$ cat src/rtl/steer_quad_gen.sv
// -----------------------------------------------------------------------------
// steer_quad_gen
//
// Turns level-style steer-left / steer-right requests into a quadrature pair
// that emulates a rotary steering encoder.  While a direction is held the
// encoder "spins": the first step is issued right away.  After that the step
// period starts at SLOW_DIV cycles and shrinks by RAMP_DEC after every step,
// down to a floor of FAST_DIV cycles.  Releasing the request stops the encoder
// where it is.  Holding both requests counts as no request.  Reversing the
// direction gives an immediate step the other way and restarts the ramp.
//
// Parameters
//   SLOW_DIV  step period (cycles) at the start of a press
//   FAST_DIV  minimum step period (cycles), 2 <= FAST_DIV <= SLOW_DIV
//   RAMP_DEC  cycles removed from the period after each step
//
// Ports
//   clk_sys  in   system clock, rising edge
//   reset    in   synchronous active-high reset
//   left     in   steer-left request level (asynchronous)
//   right    in   steer-right request level (asynchronous)
//   steer    out  [1] = phase A, [0] = phase B (Gray sequence)
//   moving   out  high while a direction is being driven
//   dir      out  direction of the last step: 1 = right, 0 = left
// -----------------------------------------------------------------------------
module steer_quad_gen #(
  parameter int unsigned SLOW_DIV = 22500,
  parameter int unsigned FAST_DIV = 5625,
  parameter int unsigned RAMP_DEC = 1125
) (
  input  logic       clk_sys,
  input  logic       reset,
  input  logic       left,
  input  logic       right,
  output logic [1:0] steer,
  output logic       moving,
  output logic       dir
);

  localparam int unsigned PW        = $clog2(SLOW_DIV + 1);
  localparam logic [PW-1:0] SLOW_P  = PW'(SLOW_DIV);
  localparam logic [PW-1:0] SLOW_M1 = PW'(SLOW_DIV - 1);
  localparam logic [PW-1:0] FAST_P  = PW'(FAST_DIV);
  // Periods below this value would drop under FAST_DIV after one decrement.
  localparam int unsigned SAT_FLOOR = FAST_DIV + RAMP_DEC;

  typedef enum logic [1:0] {
    IDLE  = 2'd0,
    RUN_R = 2'd1,
    RUN_L = 2'd2
  } state_t;

  // Next period after a step: period - RAMP_DEC, clamped at FAST_DIV.
  // The comparison is done at 32 bits so the subtraction can never wrap.
  function automatic logic [PW-1:0] sat_period(input logic [PW-1:0] p);
    logic [PW-1:0] res;
    if (32'(p) >= SAT_FLOOR) res = PW'(32'(p) - RAMP_DEC);
    else                     res = FAST_P;
    return res;
  endfunction

  // One quadrature step.  Right: 00 -> 01 -> 11 -> 10 -> 00; left is the
  // reverse walk, so exactly one bit changes either way.
  function automatic logic [1:0] gray_step(input logic [1:0] ph, input logic fwd);
    logic [1:0] nxt;
    case (ph)
      2'b00:   nxt = fwd ? 2'b01 : 2'b10;
      2'b01:   nxt = fwd ? 2'b11 : 2'b00;
      2'b11:   nxt = fwd ? 2'b10 : 2'b01;
      default: nxt = fwd ? 2'b00 : 2'b11;
    endcase
    return nxt;
  endfunction

  // Stage p0/p1: two-flop synchronizers for the asynchronous request levels
  logic left_p0, left_p1;
  logic right_p0, right_p1;
  logic sl, sr;

  always_ff @(posedge clk_sys) begin
    if (reset) begin
      left_p0  <= 1'b0;
      left_p1  <= 1'b0;
      right_p0 <= 1'b0;
      right_p1 <= 1'b0;
    end else begin
      left_p0  <= left;
      left_p1  <= left_p0;
      right_p0 <= right;
      right_p1 <= right_p0;
    end
  end

  assign sl = left_p1;
  assign sr = right_p1;

  // Stage p2: request decode, FSM, step timer and registered outputs
  logic req_r, req_l;
  assign req_r = sr & ~sl;
  assign req_l = sl & ~sr;

  state_t        state_q, state_d;
  logic [PW-1:0] period_q, period_d;
  logic [PW-1:0] cnt_q, cnt_d;
  logic [1:0]    steer_q, steer_d;
  logic          dir_q, dir_d;
  logic          moving_q, moving_d;

  logic          do_entry;
  logic          do_tick;
  logic          step_right;
  logic [PW-1:0] period_next;

  assign period_next = sat_period(period_q);

  always_comb begin
    state_d    = state_q;
    period_d   = period_q;
    cnt_d      = cnt_q;
    steer_d    = steer_q;
    dir_d      = dir_q;
    do_entry   = 1'b0;
    do_tick    = 1'b0;
    step_right = 1'b0;

    case (state_q)
      IDLE: begin
        if (req_r) begin
          state_d    = RUN_R;
          do_entry   = 1'b1;
          step_right = 1'b1;
        end else if (req_l) begin
          state_d    = RUN_L;
          do_entry   = 1'b1;
        end
      end
      RUN_R: begin
        if (req_r) begin
          do_tick    = 1'b1;
          step_right = 1'b1;
        end else if (req_l) begin
          // Reversal is treated exactly like a fresh press to the left.
          state_d    = RUN_L;
          do_entry   = 1'b1;
        end else begin
          state_d    = IDLE;
        end
      end
      RUN_L: begin
        if (req_l) begin
          do_tick    = 1'b1;
        end else if (req_r) begin
          state_d    = RUN_R;
          do_entry   = 1'b1;
          step_right = 1'b1;
        end else begin
          state_d    = IDLE;
        end
      end
      default: begin
        state_d = IDLE;
      end
    endcase

    if (do_entry) begin
      // Step immediately; the countdown is loaded with period-1 so the next
      // step lands exactly SLOW_DIV cycles later.
      steer_d  = gray_step(steer_q, step_right);
      dir_d    = step_right;
      period_d = SLOW_P;
      cnt_d    = SLOW_M1;
    end else if (do_tick) begin
      if (cnt_q == '0) begin
        steer_d  = gray_step(steer_q, step_right);
        dir_d    = step_right;
        period_d = period_next;
        cnt_d    = period_next - PW'(1);
      end else begin
        cnt_d    = cnt_q - PW'(1);
      end
    end

    moving_d = (state_d != IDLE);
  end

  always_ff @(posedge clk_sys) begin
    if (reset) begin
      state_q  <= IDLE;
      period_q <= SLOW_P;
      cnt_q    <= '0;
      steer_q  <= 2'b00;
      dir_q    <= 1'b0;
      moving_q <= 1'b0;
    end else begin
      state_q  <= state_d;
      period_q <= period_d;
      cnt_q    <= cnt_d;
      steer_q  <= steer_d;
      dir_q    <= dir_d;
      moving_q <= moving_d;
    end
  end

  assign steer  = steer_q;
  assign moving = moving_q;
  assign dir    = dir_q;

endmodule

$ cat config.mk
export PLATFORM = sky130hd
export DESIGN_NAME = steer_quad_gen
export DESIGN_NICKNAME = d
export VERILOG_FILES = /design/src/rtl/steer_quad_gen.sv
export SDC_FILE = /design/constraint.sdc
export NUM_CORES = 1
export LEC_CHECK = 0
export BUFFER_PORTS_ARGS = -buffer_cell sky130_fd_sc_hd__buf_2
export CORE_MARGIN = 2
export CORE_UTILIZATION = 56
export CTS_BUF_LIST = sky130_fd_sc_hd__clkbuf_4 sky130_fd_sc_hd__clkbuf_8 sky130_fd_sc_hd__clkbuf_16
export CTS_CLUSTER_SIZE = 16
export DETAILED_ROUTE_END_ITERATION = 10
export PLACE_DENSITY = 0.76
export SLEW_MARGIN = 10
export SYNTH_ARGS = -nofsm -noshare
export SYNTH_HDL_FRONTEND = slang
export SYNTH_SLANG_ARGS = --single-unit
$ cat constraint.sdc
create_clock -name clk_sys -period 3.25 [get_ports clk_sys]
set_clock_uncertainty 0.15 [all_clocks]
set_input_delay 0.1625 -clock clk_sys [delete_from_list [all_inputs] [get_ports clk_sys]]
set_output_delay 0.1625 -clock clk_sys [all_outputs]
set_load 0.01 [all_outputs]
==> impl_metrics.json <==
{
  "outcome": "finished clean",
  "grt_max_degree": 22,
  "syn-cell-area_um2": 2560,
  "clkLatencyLatePin_ps": 300,
  "ios": 8,
  "worstHoldPathType": "in -> reg",
  "h-tree-depth": 2,
  "vias_per_cell": 6.412,
  "first_iter_violations": 172,
  "die_h_um": 71.61,
  "wl_per_cell_um": 15.50,
  "routed_wl_mm": 6.062,
  "ys_ff_latch": 40,
  "area_growth_pct": 8.358,
  "final_cells": 391,
  "syn-num-nets": 345,
  "grt-ovfl-total": 0,
  "path_clk_slew_ps": 80,
  "min_period_over_period_pct": 93.83,
  "cp_data_arrival_time_ps": 3090,
  "portBuffers": 7,
  "cp_top_family": "simple AND/OR/NAND/NOR gates",
  "vias": 2507,
  "dr.pass1.iters": 4,
  "post_cts_buffers": 0,
  "drive_gt1_share_pct": 10.03,
  "die_area_um2": 5128,
  "worstMarginPinSlew_ps": 734.8,
  "drv_cap": 0,
  "synth_edf_count": 0,
  "start_kind": "flip-flop",
  "yosys.area.top_type": "dfxtp_1",
  "synthFlopType": "dfxtp_1",
  "clock-sinks": 40,
  "yosysWarnings": 0,
  "power_density_nw_per_um2": 465.8,
  "antennaDiodeCount": 0,
  "ant_nets": 0,
  "synth_compound_area_share_pct": 28.20,
  "coreArea_um2": 4384,
  "gp_congestion": 0.9258,
  "grt_pass1_wl_mm": 10.17,
  "initial_utilization_pct": 58.39,
  "synthTopCellsByArea": "dfxtp_1 31%, a21oi_1 5.9%, nand2_1 5.9%",
  "nets": 352,
  "rows": 24,
  "fmax_mhz": 327.9,
  "slowest_delay_ps": 410,
  "final-setup-viol-count": 0,
  "track_usage_pct": 25.13,
  "drcViolationCount": 0,
  "synth.yosys.seq_area_share_pct": 31.28,
  "synthCells": 331,
  "crit_slowest_cell": "dfxtp_1",
  "finalPower_mw": 1.292,
  "syn_avg_cell_area_um2": 7.734,
  "dp.cells": 381,
  "ir_drop_mv": 0.2485,
  "grt_pass1_vias": 2307,
  "cp_max_fo": 6,
  "path_class": "reg -> reg",
  "min_period_ps": 3050,
  "p_leak_nw": 1.045,
  "cts_tree": "built",
  "numCtsBuffers": 5,
  "hpwlAfterDp_mm": 4.353,
  "clockBufferDepth": 2,
  "synth.area.mux_share_pct": 0.4399,
  "synth_top_area_share_pct": 31.28,
  "timing.setup.tns_ps": 0,
  "endpoint_kind": "flip-flop",
  "relSlewSlack_pct": 50.78,
  "postSynth.asyncResetShare_pct": 0,
  "crit_required_ps": 3290,
  "cp_num_buf_inv": 1,
  "maxSlewViolCount": 0,
  "synthAdderAreaFrac_pct": 4.888,
  "ys_types": 61,
  "cts_root_buf": "clkbuf_8",
  "antenna_found_initial": 0,
  "synth_top_family_by_area": "compound AO/OA/AOI/OAI gates",
  "synth_xor_area_share_pct": 4.106,
  "cp_cell_sequence": "inv_1 -> ha_1 -> o2111a_1 -> o211ai_1 -> nand3_1 -> nand2_1 -> nor2_1 -> nor2_1 -> ha_1 -> nor2b_1 -> and3_1 -> nand3_2 -> o31a_1 -> o311a_1",
  "rsz0062_at_grt": "false",
  "yosys-top-cells-count": "40 x dfxtp_1, 40 x nand2_1, 30 x a21oi_1",
  "hold_viol": 0,
  "synthSimpleGateAreaFrac_pct": 26.88,
  "die_w_um": 71.61
}
[layer usage]
layer	vias up	wire length, um	track usage (%)
met5	-	0	0
met4	0	112	11.32
met3	11	337	4.923
met2	68	2775	40.12
met1	1188	2837	32.92
li1	1240	-	-
[cell type report]
| class | count | area [um^2] |
|---|---|---|
| clock buffer | 5 | 68.82 |
| clock inverter | 3 | 42.54 |
| fill | 392 | 1610 |
| inverter | 7 | 26.28 |
| multi-input combinational | 267 | 1655 |
| sequential | 40 | 800.8 |
| tap | 52 | 65.06 |
| timing repair buffer | 17 | 115.1 |
[flip-flops by register name, summed over array words and instances (netlist names)]
signal	flops
cnt_q	15
moving	1
left_p0	1
left_p1	1
dir	1
state_q	2
period_q	15
right_p0	1
steer	2
right_p1	1
[where the power goes]
| group | switching, mW | total [mW] | leakage (nW) | internal, mW |
|---|---|---|---|---|
| combinational | 0.201 | 0.348 | 0.665 | 0.147 |
| clock | 0.182 | 0.409 | 0.0541 | 0.227 |
| sequential | 0.0225 | 0.535 | 0.326 | 0.513 |
| total | 0.405 | 1.29 | 1.04 | 0.887 |
[worst reg2reg max path, stage by stage (launching register included)]
cell      delay (ps)
dfxtp_1          410
inv_1             90
ha_1             200
o2111a_1         230
o211ai_1         200
nand3_1          150
nand2_1          120
nor2_1            50
nor2_1            90
ha_1             190
nor2b_1          230
and3_1           250
nand3_2          150
o31a_1           330
o311a_1          120
[kinds of logic (layout without fill, tap and decap cells)]
group           after synthesis  in the layout
fa+ha+maj                    10             10
buf+inv                      24             32
flops                        40             40
xor+xnor                     12             12
mux                           1              1
compound gates              106            106
simple gates                138            138
[metrics by stage]
| step | utilization [%] | instance area (um^2) | hold WS [ps] | setup slack, ps |
|---|---|---|---|---|
| 6_report | 63.27 | 2774 | 113.1 | 200.4 |
| 2_1_floorplan | - | 2560 | 140.7 | 175.7 |
| 4_1_cts | 63.18 | 2770 | 109.6 | 156.2 |
| 3_3_place_gp | 60.19 | 2639 | 230.4 | 274.5 |
| 5_1_grt | 63.27 | 2774 | 129.8 | 12.21 |
| 3_5_place_dp | 60.19 | 2639 | 233.5 | 180.7 |
[path summary, 6_finish.rpt]
| check | startpoint | to | slack [ps] | cells after the start |
|---|---|---|---|---|
| hold / removal | reset | right_p1$_SDFF_PP0_ | 110 | 2 |
| hold reg to reg | left_p0$_SDFF_PP0_ | left_p1$_SDFF_PP0_ | 300 | 1 |
| setup / recovery | period_q[0]$_SDFFE_PP0P_ | cnt_q[14]$_SDFFE_PP0P_ | 200 | 14 |
| setup reg to reg | period_q[0]$_SDFFE_PP0P_ | cnt_q[14]$_SDFFE_PP0P_ | 200 | 14 |
[repair_timing]
item | in CTS | in global routing
resized for setup | 0 | 1
setup endpoints to repair | 0 | 1
hold endpoints to repair | 2 | 0
hold buffers | 2 | 0
[placed cells by master (no fill, tap or decap), drive strengths merged, types with 8 or more instances in the layout]
| cell type | n |
|---|---|
| xnor2 | 8 |
| dfxtp | 40 |
| nor3 | 17 |
| buf | 15 |
| a21oi | 30 |
| ha | 10 |
| nand3 | 16 |
| nand2 | 40 |
| o21ai | 18 |
| nor2 | 27 |
(Power assumes the default switching activity.)
